File: config.mk
export PLATFORM = sky130hd
export DESIGN_NAME = dmem_arbiter
export DESIGN_NICKNAME = d
export VERILOG_FILES = /design/src/rtl/dmem_arbiter.sv
export SDC_FILE = /design/constraint.sdc
export NUM_CORES = 1
export LEC_CHECK = 0
export BUFFER_PORTS_ARGS = -buffer_cell sky130_fd_sc_hd__buf_4
export CORE_MARGIN = 10
export CORE_UTILIZATION = 40
export DETAILED_ROUTE_END_ITERATION = 10
export GPL_TIMING_DRIVEN = 0
export HOLD_SLACK_MARGIN = 0.1
export PLACE_DENSITY = 0.88
export SYNTH_ARGS = -nofsm -noshare
export SYNTH_HDL_FRONTEND = slang
export SYNTH_SLANG_ARGS = --single-unit
File: constraint.sdc
create_clock -name clock -period 5.3 [get_ports clock]
set_input_delay 0.795 -clock clock [delete_from_list [all_inputs] [get_ports clock]]
set_output_delay 0.795 -clock clock [all_outputs]
set_load 0.03 [all_outputs]
File: src/rtl/dmem_arbiter.sv
// Two-port round-robin arbiter in front of a single-port synchronous dmem. Grant is combinational and read data returns one cycle later.
// A requester holds req until it sees gnt. The optional bounded lock is capped by MAX_HOLD. Optional counters are enabled by DMEM_ARB_STATS_EN.
module dmem_arbiter #(
  parameter int ADDR_W   = 12,
  parameter int DATA_W   = 32,
  parameter int MAX_HOLD = 8
) (
  input  logic              clock,
  input  logic              reset,
  input  logic              a_req,
  input  logic              a_we,
  input  logic              a_lock,
  input  logic [ADDR_W-1:0] a_addr,
  input  logic [DATA_W-1:0] a_wdata,
  output logic              a_gnt,
  output logic              a_rvalid,
  output logic [DATA_W-1:0] a_rdata,
  input  logic              b_req,
  input  logic              b_we,
  input  logic              b_lock,
  input  logic [ADDR_W-1:0] b_addr,
  input  logic [DATA_W-1:0] b_wdata,
  output logic              b_gnt,
  output logic              b_rvalid,
  output logic [DATA_W-1:0] b_rdata,
  output logic [ADDR_W-1:0] address_dmem,
  output logic [DATA_W-1:0] data,
  output logic              wren,
  input  logic [DATA_W-1:0] q_dmem
`ifdef DMEM_ARB_STATS_EN
  ,
  output logic [15:0]       stat_a_gnts,
  output logic [15:0]       stat_b_gnts,
  output logic [15:0]       stat_conflicts
`endif
);

  typedef enum logic [1:0] {S_IDLE, S_OWN_A, S_OWN_B} state_t;

  localparam logic [7:0] HOLD_MAX = 8'(MAX_HOLD);
  localparam logic       PTR_A    = 1'b0;
  localparam logic       PTR_B    = 1'b1;

  state_t              r_state;
  state_t              w_state_nxt;
  logic                r_ptr;
  logic                w_ptr_nxt;
  logic [7:0]          r_hold_cnt;
  logic [7:0]          w_hold_nxt;
  logic [ADDR_W-1:0]   r_addr;
  logic                r_a_rvalid;
  logic                r_b_rvalid;
  logic                r_rd_tag;
  logic                w_gnt_a;
  logic                w_gnt_b;
  logic                w_idle_arb;

  always_comb begin
    w_gnt_a     = 1'b0;
    w_gnt_b     = 1'b0;
    w_state_nxt = r_state;
    w_ptr_nxt   = r_ptr;
    w_hold_nxt  = r_hold_cnt;
    w_idle_arb  = 1'b0;

    case (r_state)
      S_IDLE: w_idle_arb = 1'b1;
      S_OWN_A: begin
        if (!a_req) begin
          w_idle_arb = 1'b1;
        end else if (r_hold_cnt >= HOLD_MAX && b_req) begin
          w_gnt_b     = 1'b1;
          w_ptr_nxt   = PTR_A;
          w_hold_nxt  = 8'd1;
          w_state_nxt = b_lock ? S_OWN_B : S_IDLE;
        end else begin
          w_gnt_a     = 1'b1;
          w_hold_nxt  = b_req ? r_hold_cnt + 8'd1 : 8'd1;
          w_state_nxt = a_lock ? S_OWN_A : S_IDLE;
        end
      end
      S_OWN_B: begin
        if (!b_req) begin
          w_idle_arb = 1'b1;
        end else if (r_hold_cnt >= HOLD_MAX && a_req) begin
          w_gnt_a     = 1'b1;
          w_ptr_nxt   = PTR_B;
          w_hold_nxt  = 8'd1;
          w_state_nxt = a_lock ? S_OWN_A : S_IDLE;
        end else begin
          w_gnt_b     = 1'b1;
          w_hold_nxt  = a_req ? r_hold_cnt + 8'd1 : 8'd1;
          w_state_nxt = b_lock ? S_OWN_B : S_IDLE;
        end
      end
      default: w_state_nxt = S_IDLE;
    endcase

    // An owner that dropped req falls back to plain IDLE arbitration in the same cycle.
    if (w_idle_arb) begin
      w_state_nxt = S_IDLE;
      if (a_req && b_req) begin
        w_gnt_a   = (r_ptr == PTR_A);
        w_gnt_b   = (r_ptr == PTR_B);
        w_ptr_nxt = ~r_ptr;
      end else begin
        w_gnt_a = a_req;
        w_gnt_b = b_req;
      end
      if (w_gnt_a && a_lock) begin
        w_state_nxt = S_OWN_A;
        w_hold_nxt  = 8'd1;
      end else if (w_gnt_b && b_lock) begin
        w_state_nxt = S_OWN_B;
        w_hold_nxt  = 8'd1;
      end
    end

    if (reset) begin
      w_gnt_a = 1'b0;
      w_gnt_b = 1'b0;
    end
  end

  always_ff @(posedge clock) begin
    if (reset) begin
      r_state    <= S_IDLE;
      r_ptr      <= PTR_A;
      r_hold_cnt <= 8'd0;
      r_addr     <= '0;
      r_a_rvalid <= 1'b0;
      r_b_rvalid <= 1'b0;
      r_rd_tag   <= PTR_A;
    end else begin
      r_state    <= w_state_nxt;
      r_ptr      <= w_ptr_nxt;
      r_hold_cnt <= w_hold_nxt;
      r_addr     <= address_dmem;
      r_a_rvalid <= w_gnt_a & ~a_we;
      r_b_rvalid <= w_gnt_b & ~b_we;
      if (w_gnt_a && !a_we) r_rd_tag <= PTR_A;
      else if (w_gnt_b && !b_we) r_rd_tag <= PTR_B;
    end
  end

  assign a_gnt = w_gnt_a;
  assign b_gnt = w_gnt_b;
  assign wren  = (w_gnt_a & a_we) | (w_gnt_b & b_we);
  assign data  = w_gnt_a ? a_wdata : (w_gnt_b ? b_wdata : '0);

  always_comb begin
    address_dmem = r_addr;
    if (reset) address_dmem = '0;
    else if (w_gnt_a) address_dmem = a_addr;
    else if (w_gnt_b) address_dmem = b_addr;
  end

  // q_dmem is passed straight through to whichever port issued the last read.
  assign a_rvalid = r_a_rvalid & ~reset;
  assign b_rvalid = r_b_rvalid & ~reset;
  assign a_rdata  = (r_rd_tag == PTR_A) ? q_dmem : '0;
  assign b_rdata  = (r_rd_tag == PTR_B) ? q_dmem : '0;

`ifdef DMEM_ARB_STATS_EN
  logic [15:0] r_stat_a;
  logic [15:0] r_stat_b;
  logic [15:0] r_stat_c;

  always_ff @(posedge clock) begin
    if (reset) begin
      r_stat_a <= 16'd0;
      r_stat_b <= 16'd0;
      r_stat_c <= 16'd0;
    end else begin
      if (w_gnt_a && r_stat_a != 16'hFFFF) r_stat_a <= r_stat_a + 16'd1;
      if (w_gnt_b && r_stat_b != 16'hFFFF) r_stat_b <= r_stat_b + 16'd1;
      if (a_req && b_req && r_stat_c != 16'hFFFF) r_stat_c <= r_stat_c + 16'd1;
    end
  end

  assign stat_a_gnts    = r_stat_a;
  assign stat_b_gnts    = r_stat_b;
  assign stat_conflicts = r_stat_c;
`endif

endmodule

# [Word-level counts from Yosys, hierarchy flattened]
# Cells that the tools add are included.
[classes] addsub=1 magnitude_cmp=1 n_eq_ne=5 muxes=55 n_bitwise=11 n_reduce_logical=12
[ops] operator="2-to-1 mux 32 bit" n=4
[ops] operator="2-to-1 mux 8 bit" n=9
[ops] operator="2-to-1 mux 12 bit" n=3
[ops] operator="2-to-1 mux 1 bit" n=25
[ops] operator="2-to-1 mux 2 bit" n=8
[ops] operator="one-hot mux 8 bit (2 select lines)" n=1
[ops] operator="adder 8 x 1 -> 8 bit (second input constant)" n=1
[ops] operator=">= comparator 8 x 4 -> 1 bit (second input constant)" n=1
[ops] operator="logical AND 1 bit" n=7
[ops] operator="AND 1 bit" n=6
[ops] operator="!= test 3 bit (second input constant)" n=2
[ops] operator="one-hot mux 1 bit (2 select lines)" n=3
[ops] operator="one-hot mux 2 bit (3 select lines)" n=1
[ops] operator="inverter 1 bit" n=4
[ops] operator="one-hot mux 1 bit (3 select lines)" n=1
[ops] operator="AND reduction 3 bit" n=1
[ops] operator="equality test 2 x 1 -> 1 bit (second input constant)" n=1
[ops] operator="equality test 2 bit (second input constant)" n=1
[ops] operator="logical NOT 1 bit" n=2
[ops] operator="logical NOT 2 bit" n=1
[ops] operator="!= test 2 bit (second input constant)" n=1
[ops] operator="OR reduction 2 bit" n=1
[ops] operator="OR 1 bit" n=1
[totals] ff_bits=26 input_bits=128 word_cells=92

# [Logic depth before layout (Yosys ltp)]
# Gate-level depths: netlist of run 1.
[depth] word_depth=10 mapped_depth=9 mapped_depth_nobuf=7

# [Worst setup path before layout of run 1]
# OpenSTA, ideal clock, no wires.
[synth_timing] kind="input -> output" from="input port b_req" to="output port address_dmem[10]" t_arrival_ps=2717 setup_slack_ps=1788 stages=7 path_buffers=2 path_cell_list="buf_2 nor2b_1 o31ai_2 o211ai_2 clkbuf_1 a311oi_1 a211oi_1"
[synth_via] elab_chain_len=9
[synth_lines] element="start, declared" line="18" text="input logic b_req,"
[synth_lines] element="logical AND 1 bit" line="71" text="end else if (r_hold_cnt >= HOLD_MAX && b_req) begin"
[synth_lines] element="2-to-1 mux 1 bit" line="71"
[synth_lines] element="2-to-1 mux 1 bit" line="69" text="if (!a_req) begin"
[synth_lines] element="one-hot mux 1 bit (2 select lines)" line="66" text="case (r_state)"
[synth_lines] element="2-to-1 mux 1 bit" line="100" text="if (w_idle_arb) begin"
[synth_lines] element="2-to-1 mux 1 bit" line="119" text="if (reset) begin"
[synth_lines] element="2-to-1 mux 12 bit" line="155" text="else if (w_gnt_b) address_dmem = b_addr;"
[synth_lines] element="2-to-1 mux 12 bit (*)" line="154" text="else if (w_gnt_a) address_dmem = a_addr;"
[synth_lines] element="2-to-1 mux 12 bit (*)" line="153" text="if (reset) address_dmem = '0;"
[synth_lines] element="end, declared" line="26" text="output logic [ADDR_W-1:0] address_dmem,"
# Every way passes the cells marked *; elsewhere a longest branch is shown, timed or not. The select of a mux whose other input is x is not followed.

# [Final worst setup path of run 1]
[layout_timing] from="register r_state[1]" to="output port address_dmem[3]"
[layout_via] elab_chain_len=7
[layout_lines] element="start, declared" line="44" text="state_t r_state;"
[layout_lines] element="start signal, assigned" line="135" text="r_state <= w_state_nxt;"
[layout_lines] element="equality test 2 bit, or another cell as far along" line="66"
[layout_lines] element="one-hot mux 1 bit (3 select lines) / one-hot mux 1 bit (2 select lines) (equally long branches)" line="66"
[layout_lines] element="2-to-1 mux 1 bit" line="100"
[layout_lines] element="2-to-1 mux 1 bit" line="119"
[layout_lines] element="2-to-1 mux 12 bit" line="155"
[layout_lines] element="2-to-1 mux 12 bit (*)" line="154"
[layout_lines] element="2-to-1 mux 12 bit (*)" line="153"
# Every way passes the cells marked *; elsewhere a longest branch is shown, timed or not.

==> flow_summary_export.csv, run 1 <==
group,metric,value,unit
sta,fmax,263,MHz
critical_path,crit_fanout,10,
drt,viasPerCell,5.54,
clock_tree,post_cts.repair.setup_buffers,0,
sta,hold_viol_final,0,
placement,hpwlAfterDp,11300,µm
clock_tree,cts_repair_resize_count,0,
drt,totalWireLength,13300,µm
drt,drt-initial-drc-count,246,
critical_path,crit_slowest_cell,"o31ai_2",
placement,gp_congestion,0.905,
drt,wl_per_cell,21.1,µm
critical_path,critPathLaunchType,"register",
logic_synthesis,synth_ff_type,"dfxtp_1",
power_and_ir_drop,power.leakage,2.14,nW
logic_synthesis,postSynthNetCount,448,
logic_synthesis,yosysWarnings,0,
cells_and_area,final_cell_mix,"buf_4 (240), nor2b_1 (39), and2_1 (33), a22o_1 (33)",
clock_tree,clk_latency,0.28,ns
critical_path,critPathCaptureType,"output port",
logic_synthesis,synth_seq_cells,26,
run,maxCapViolCount,0,
cells_and_area,diodes,0,
grt,antenna_found_initial,0,
logic_synthesis,synthArstFlopShare,0,
critical_path,max_stage_delay,0.44,ns
worst_hold_path,hp-class,"reg2reg",
floorplanning,fp-row-count,28,
placement,port_buffers,239,
critical_path,r2r-start,"r_state[1]",
clock_tree,cts_root_buf,"clkbuf_8",
grt,grt_max_degree,14,
cells_and_area,layout-drive-gt1-share,0.478,
cells_and_area,fin_nets,692,
clock_tree,cts_hold_buf,0,
drt,ant_nets,0,
grt,grt_pass1_wl,20300,µm
cells_and_area,fin_cells,631,
logic_synthesis,synthCells,314,
placement,dp.cells,628,
critical_path,worstPathCellList,"inv_1, ha_1, nor2b_2, o31ai_2, o211a_1, clkbuf_1, o21ai_0, a211oi_1, buf_4",
sta,setup_ws,1.50,ns
cells_and_area,fin_util,0.739,
critical_path,critPathLaunch,"r_state[1]",
placement,pre_cts_ws,1.73,ns
power_and_ir_drop,power_density,175,mW/mm²
cells_and_area,final_common_cell,"buf_4",
floorplanning,die_width,98.6,µm
grt,grt_pass1_vias,3609,
sta,setup_viol,0,
drt,drt_first_pass_iters,4,
sta,period_minus_slack,3.80,ns
sta,tns,0,ns
sta,rsz0062_at_grt,"false",
floorplanning,core,0.00596,mm²
logic_synthesis,synth_edf_count,0,
clock_tree,h-tree-depth,1,
sta,finClkSkew,0.00308,ns
sta,finalCritPeriodShare,0.716,
clock_tree,clockBufferDepth,2,
sta,drv_slew,0,
floorplanning,start_util,0.415,
logic_synthesis,synth.distinct_cells,49,
critical_path,r2r_slack,2.65,ns
grt,grt-ovfl-total,0,
logic_synthesis,syn_area,0.00247,mm²
clock_tree,numCtsBuffers,3,
critical_path,critical_path_class,"reg2out",
sta,worstMarginPinSlew,0.812,ns
floorplanning,die_area,0.00973,mm²
grt,grt_util_all_layers,0.252,
clock_tree,path_clk_slew,0.09,ns
cells_and_area,nFillCells,465,
logic_synthesis,synth_area_per_cell,7.88,µm²
critical_path,crit_required,4.51,ns
critical_path,arrival,3.00,ns
power_and_ir_drop,ir_drop,128,µV
drt,vias,3494,
sta,hold_slack,0.482,ns
logic_synthesis,ys_seq_area_frac,0.210,
clock_tree,cts_tree,"done",
worst_hold_path,hold_start,"r_hold_cnt[5]",
status,status,"completed",
clock_tree,clock-sinks,26,
drt,drc,0,
sta,max_slew_margin,0.454,
cells_and_area,area_growth,78.0,%
floorplanning,io_pins,241,
floorplanning,die_h,98.6,µm
## sequential cells by signal, summed over array words and instances, names as in the netlist
name and count:
r_a_rvalid 1, r_addr 12, r_b_rvalid 1, r_hold_cnt 8, r_ptr 1, r_rd_tag 1, r_state 2
## logic make-up after synthesis
kind of cell,share of synthesized area
buffers and inverters,0.0774
AO/OA/AOI/OAI,0.427
AND/OR/NAND/NOR,0.255
flip-flops,0.210
adder cells (fa/ha/maj),0.0303
## worst max-delay path, delay by kind of cell (launching register included)
kind,cells,cell delay [ns]
simple gates,1,0.23
compound gates,4,1.19
fa+ha+maj,1,0.28
flops,1,0.37
buf+inv,3,0.64
## metal layers
metal / GRT usage / wire [µm]
met1: 0.263 / 4850
met2: 0.459 / 6680
met3: 0.0915 / 1410
met4: 0.0761 / 352
met5: 0 / 0
## report_power, final
part | switching, mW | internal, mW | total, mW
clock network | 0.0651 | 0.0511 | 0.116
logic | 0.250 | 0.190 | 0.440
registers | 0.00472 | 0.208 | 0.212
## path summary, 6_finish.rpt
check                    end  cells past startpoint
max          address_dmem[3]                      9
min            r_hold_cnt[5]                      2
max reg2reg        r_addr[4]                      8
min reg2reg    r_hold_cnt[5]                      2
## stage by stage
| step | area, µm² | power (mW) |
|---|---|---|
| 5_1_grt | 4400 | 0.806 |
| 3_5_place_dp | 4360 | 0.656 |
| 4_1_cts | 4400 | 0.770 |
| 6_report | 4400 | 0.769 |
| 3_3_place_gp | 4360 | 0.651 |
| 2_1_floorplan | 2470 | 0.457 |
## final cells by class
cell class | instances | area, µm² | area share
repair buffers | 239 | 1790 | 0.408
multi-input cells | 248 | 1760 | 0.400
flip-flops and latches | 26 | 520 | 0.118
plain buffers | 30 | 154 | 0.0350
well taps | 75 | 93.8 | 0.0213
clock buffers | 3 | 41.3 | 0.00938
inverters | 10 | 37.5 | 0.00853
## cells in the mapped netlist, drive strengths merged, types with 2 or more instances
cell type | number | area share
o211ai | 5 | 0.017
nor2 | 9 | 0.014
a21oi | 21 | 0.047
a22o | 33 | 0.12
ha | 6 | 0.030
or2 | 3 | 0.0076
and3 | 3 | 0.0076
buf | 11 | 0.033
o31ai | 3 | 0.011
o31a | 2 | 0.011
inv | 10 | 0.015
a211oi | 27 | 0.084
and2 | 34 | 0.087
nor3 | 3 | 0.0061
dfxtp | 26 | 0.21
nor2b | 40 | 0.10
clkbuf | 19 | 0.029
or3 | 2 | 0.0051
o21ai | 17 | 0.034
a311oi | 13 | 0.046
nand2 | 8 | 0.012
Power figures use the tool's default switching activity.
==> run 2, diff against run 1 <==
Settings changed: ABC_AREA set to 1, CORE_UTILIZATION 40 to 38, PLACE_DENSITY 0.88 to 0.82.
Clock period 5.3 ns to 3.6 ns, I/O delays scaled along.
==> flow_summary_export.csv, run 2 <==
group,metric,value,unit
grt,antenna_found_initial,0,
cells_and_area,top_regs,"r_addr (12), r_hold_cnt (8), r_state (2)",
grt,grt_pass1_vias,3807,
drt,drt-initial-drc-count,158,
critical_path,crit_fanout,10,
cells_and_area,area_growth,74.1,%
logic_synthesis,yosysTopAreaCell,"nand2_1",
status,status,"completed",
grt,grt_max_degree,15,
logic_synthesis,yosysMostFrequentCell,"nand2_1",
logic_synthesis,synthArstFlopShare,0,
sta,fmax,329,MHz
cells_and_area,final_common_cell,"buf_4",
drt,viasPerCell,4.69,
floorplanning,die_h,104,µm
sta,tns,0,ns
critical_path,critPathBufInv,5,
power_and_ir_drop,power.leakage,2.89,nW
logic_synthesis,synth_area_per_cell,5.44,µm²
critical_path,critPathCaptureType,"output port",
floorplanning,die_width,104,µm
clock_tree,cts_hold_buf,0,
clock_tree,h-tree-depth,1,
cells_and_area,diodes,0,
power_and_ir_drop,ir_drop,168,µV
critical_path,worstPathCellList,"inv_1, ha_1, clkbuf_1, nand2_1, nor2_2, nand2_1, nand2_2, nand2_2, inv_2, buf_2, nand2_1, nand2_1, buf_4",
drt,drc,0,
placement,hpwlAfterDp,11300,µm
critical_path,crit_family,"buffers and inverters",
sta,worstMarginPinSlew,0.439,ns
critical_path,r2r-start,"r_state[0]",
critical_path,reg2regPathDepth,11,
drt,wl_per_cell,15.7,µm
floorplanning,die_area,0.0108,mm²
clock_tree,cts_root_buf,"clkbuf_8",
logic_synthesis,syn_area,0.00267,mm²
cells_and_area,nFillCells,614,
logic_synthesis,yosysWarnings,0,
clock_tree,clock-sinks,26,
cells_and_area,layout-drive-gt1-share,0.399,
power_and_ir_drop,finalPower,1.18,mW
clock_tree,cts_repair_resize_count,0,
worst_hold_path,min_to,"r_a_rvalid",
placement,port_buffers,240,
logic_synthesis,synth_seq_cells,26,
placement,gp_congestion,0.862,
critical_path,critPathLaunchType,"register",
drt,totalWireLength,13000,µm
clock_tree,clk_latency,0.27,ns
logic_synthesis,synth_top_area_share,0.196,
drt,ant_nets,0,
cells_and_area,top_register,"r_addr",
clock_tree,post_cts.repair.setup_buffers,0,
critical_path,cpMostUsedCell,"nand2_1",
sta,max_slew_margin,0.707,
floorplanning,start_util,0.393,
sta,finalCritPeriodShare,0.844,
placement,pre_cts_ws,0.880,ns
critical_path,cp.depth,13,
logic_synthesis,synthCells,490,
logic_synthesis,synthTopCellsByArea,"nand2_1 (20%), dfxtp_1 (20%), inv_1 (14%), nor2_1 (11%), nand3_2 (7.9%)",
run,maxCapViolCount,0,
clock_tree,cts_tree,"done",
sta,setup_ws,0.562,ns
floorplanning,io_pins,241,
clock_tree,clockBufferDepth,2,
grt,grt_pass1_wl,20000,µm
drt,drt_first_pass_iters,5,
grt,grt_util_all_layers,0.221,
cells_and_area,largest_reg_flops,12,
floorplanning,core,0.00679,mm²
logic_synthesis,synth_ff_type,"dfxtp_1",
worst_hold_path,hold_start,"a_we",
logic_synthesis,synth.distinct_cells,27,
floorplanning,fp-row-count,30,
logic_synthesis,synth_edf_count,0,
sta,hold_viol_final,0,
critical_path,crit_slowest_cell,"dfxtp_1",
sta,drv_slew,0,
cells_and_area,fin_nets,869,
logic_synthesis,postSynthNetCount,624,
critical_path,critical_path_class,"reg2out",
clock_tree,numCtsBuffers,3,
clock_tree,path_clk_slew,0.09,ns
worst_hold_path,hp-class,"in2reg",
critical_path,r2r_slack,1.49,ns
sta,rsz0062_at_grt,"false",
cells_and_area,final_cell_mix,"buf_4 (243), nand2_1 (139), inv_1 (96)",
critical_path,arrival,2.50,ns
worst_hold_path,whs_path_depth,2,
drt,vias,3896,
sta,finClkSkew,0.00192,ns
power_and_ir_drop,power_density,254,mW/mm²
critical_path,worstReg2RegEnd,"r_addr[7]",
sta,setup_viol,0,
critical_path,crit_required,3.06,ns
logic_synthesis,ys_seq_area_frac,0.195,
sta,period_minus_slack,3.04,ns
critical_path,max_stage_delay,0.39,ns
grt,grt-ovfl-total,0,
logic_synthesis,synth_commonest_cells,"nand2_1 (139), inv_1 (96), nor2_1 (80)",
## run 2: stage by stage
stage	util	cell area, µm²	cells	hold slack, ns
after CTS	0.684	4640	830	0.421
after global placement	0.676	4590	826	0.431
after global routing	0.684	4640	830	0.422
final	0.684	4640	830	0.427
after detailed placement	0.676	4590	826	0.434
after floorplan	-	2670	490	0.425
## run 2: worst max path at each step
| stage | from | endpoint | slack (ns) |
|---|---|---|---|
| after global routing | r_state[0] | data[12] | 0.40 |
| after floorplan | r_state[0] | wren | 0.89 |
| after detailed placement | r_state[0] | data[21] | 0.88 |
| after CTS | r_state[0] | data[21] | 0.56 |
| final | r_state[0] | data[21] | 0.56 |
| after global placement | r_state[0] | data[14] | 0.94 |
## run 2: power breakdown
part	total (mW)	leakage [nW]	switching (mW)	internal [mW]
Combinational	0.673	2.65	0.405	0.268
Clock	0.194	0.0288	0.0957	0.0979
Sequential	0.313	0.213	0.00732	0.305
## run 2: area by class of cell
type,instances,area (µm²),share of cell area
inverter,101,380,0.0819
multi-input combinational,338,1600,0.345
clock buffer,4,55.1,0.0119
tap,96,120,0.0259
sequential,26,520,0.112
timing repair buffer,240,1800,0.388
buffer,25,165,0.0356
## run 2: per-layer routing
layer  vias to the layer above  GRT usage  share of wire
met5                         -          0              0
met1                      1744      0.233           0.38
met4                         0     0.0417          0.015
met3                        14     0.0731          0.091
met2                       183      0.416           0.51
li1                       1955          -              -
## run 2: logic make-up (layout without fill, tap and decap cells)
kind of cell	count (synthesis)	count (layout)	synth area share
AOI/OAI and AO/OA	45	45	0.0882
xor gates and xnor gates	1	1	0.00328
adders and majority gates	6	6	0.0281
buffers and inverters	126	370	0.205
DFF	26	26	0.195
and+or+nand+nor	286	286	0.481
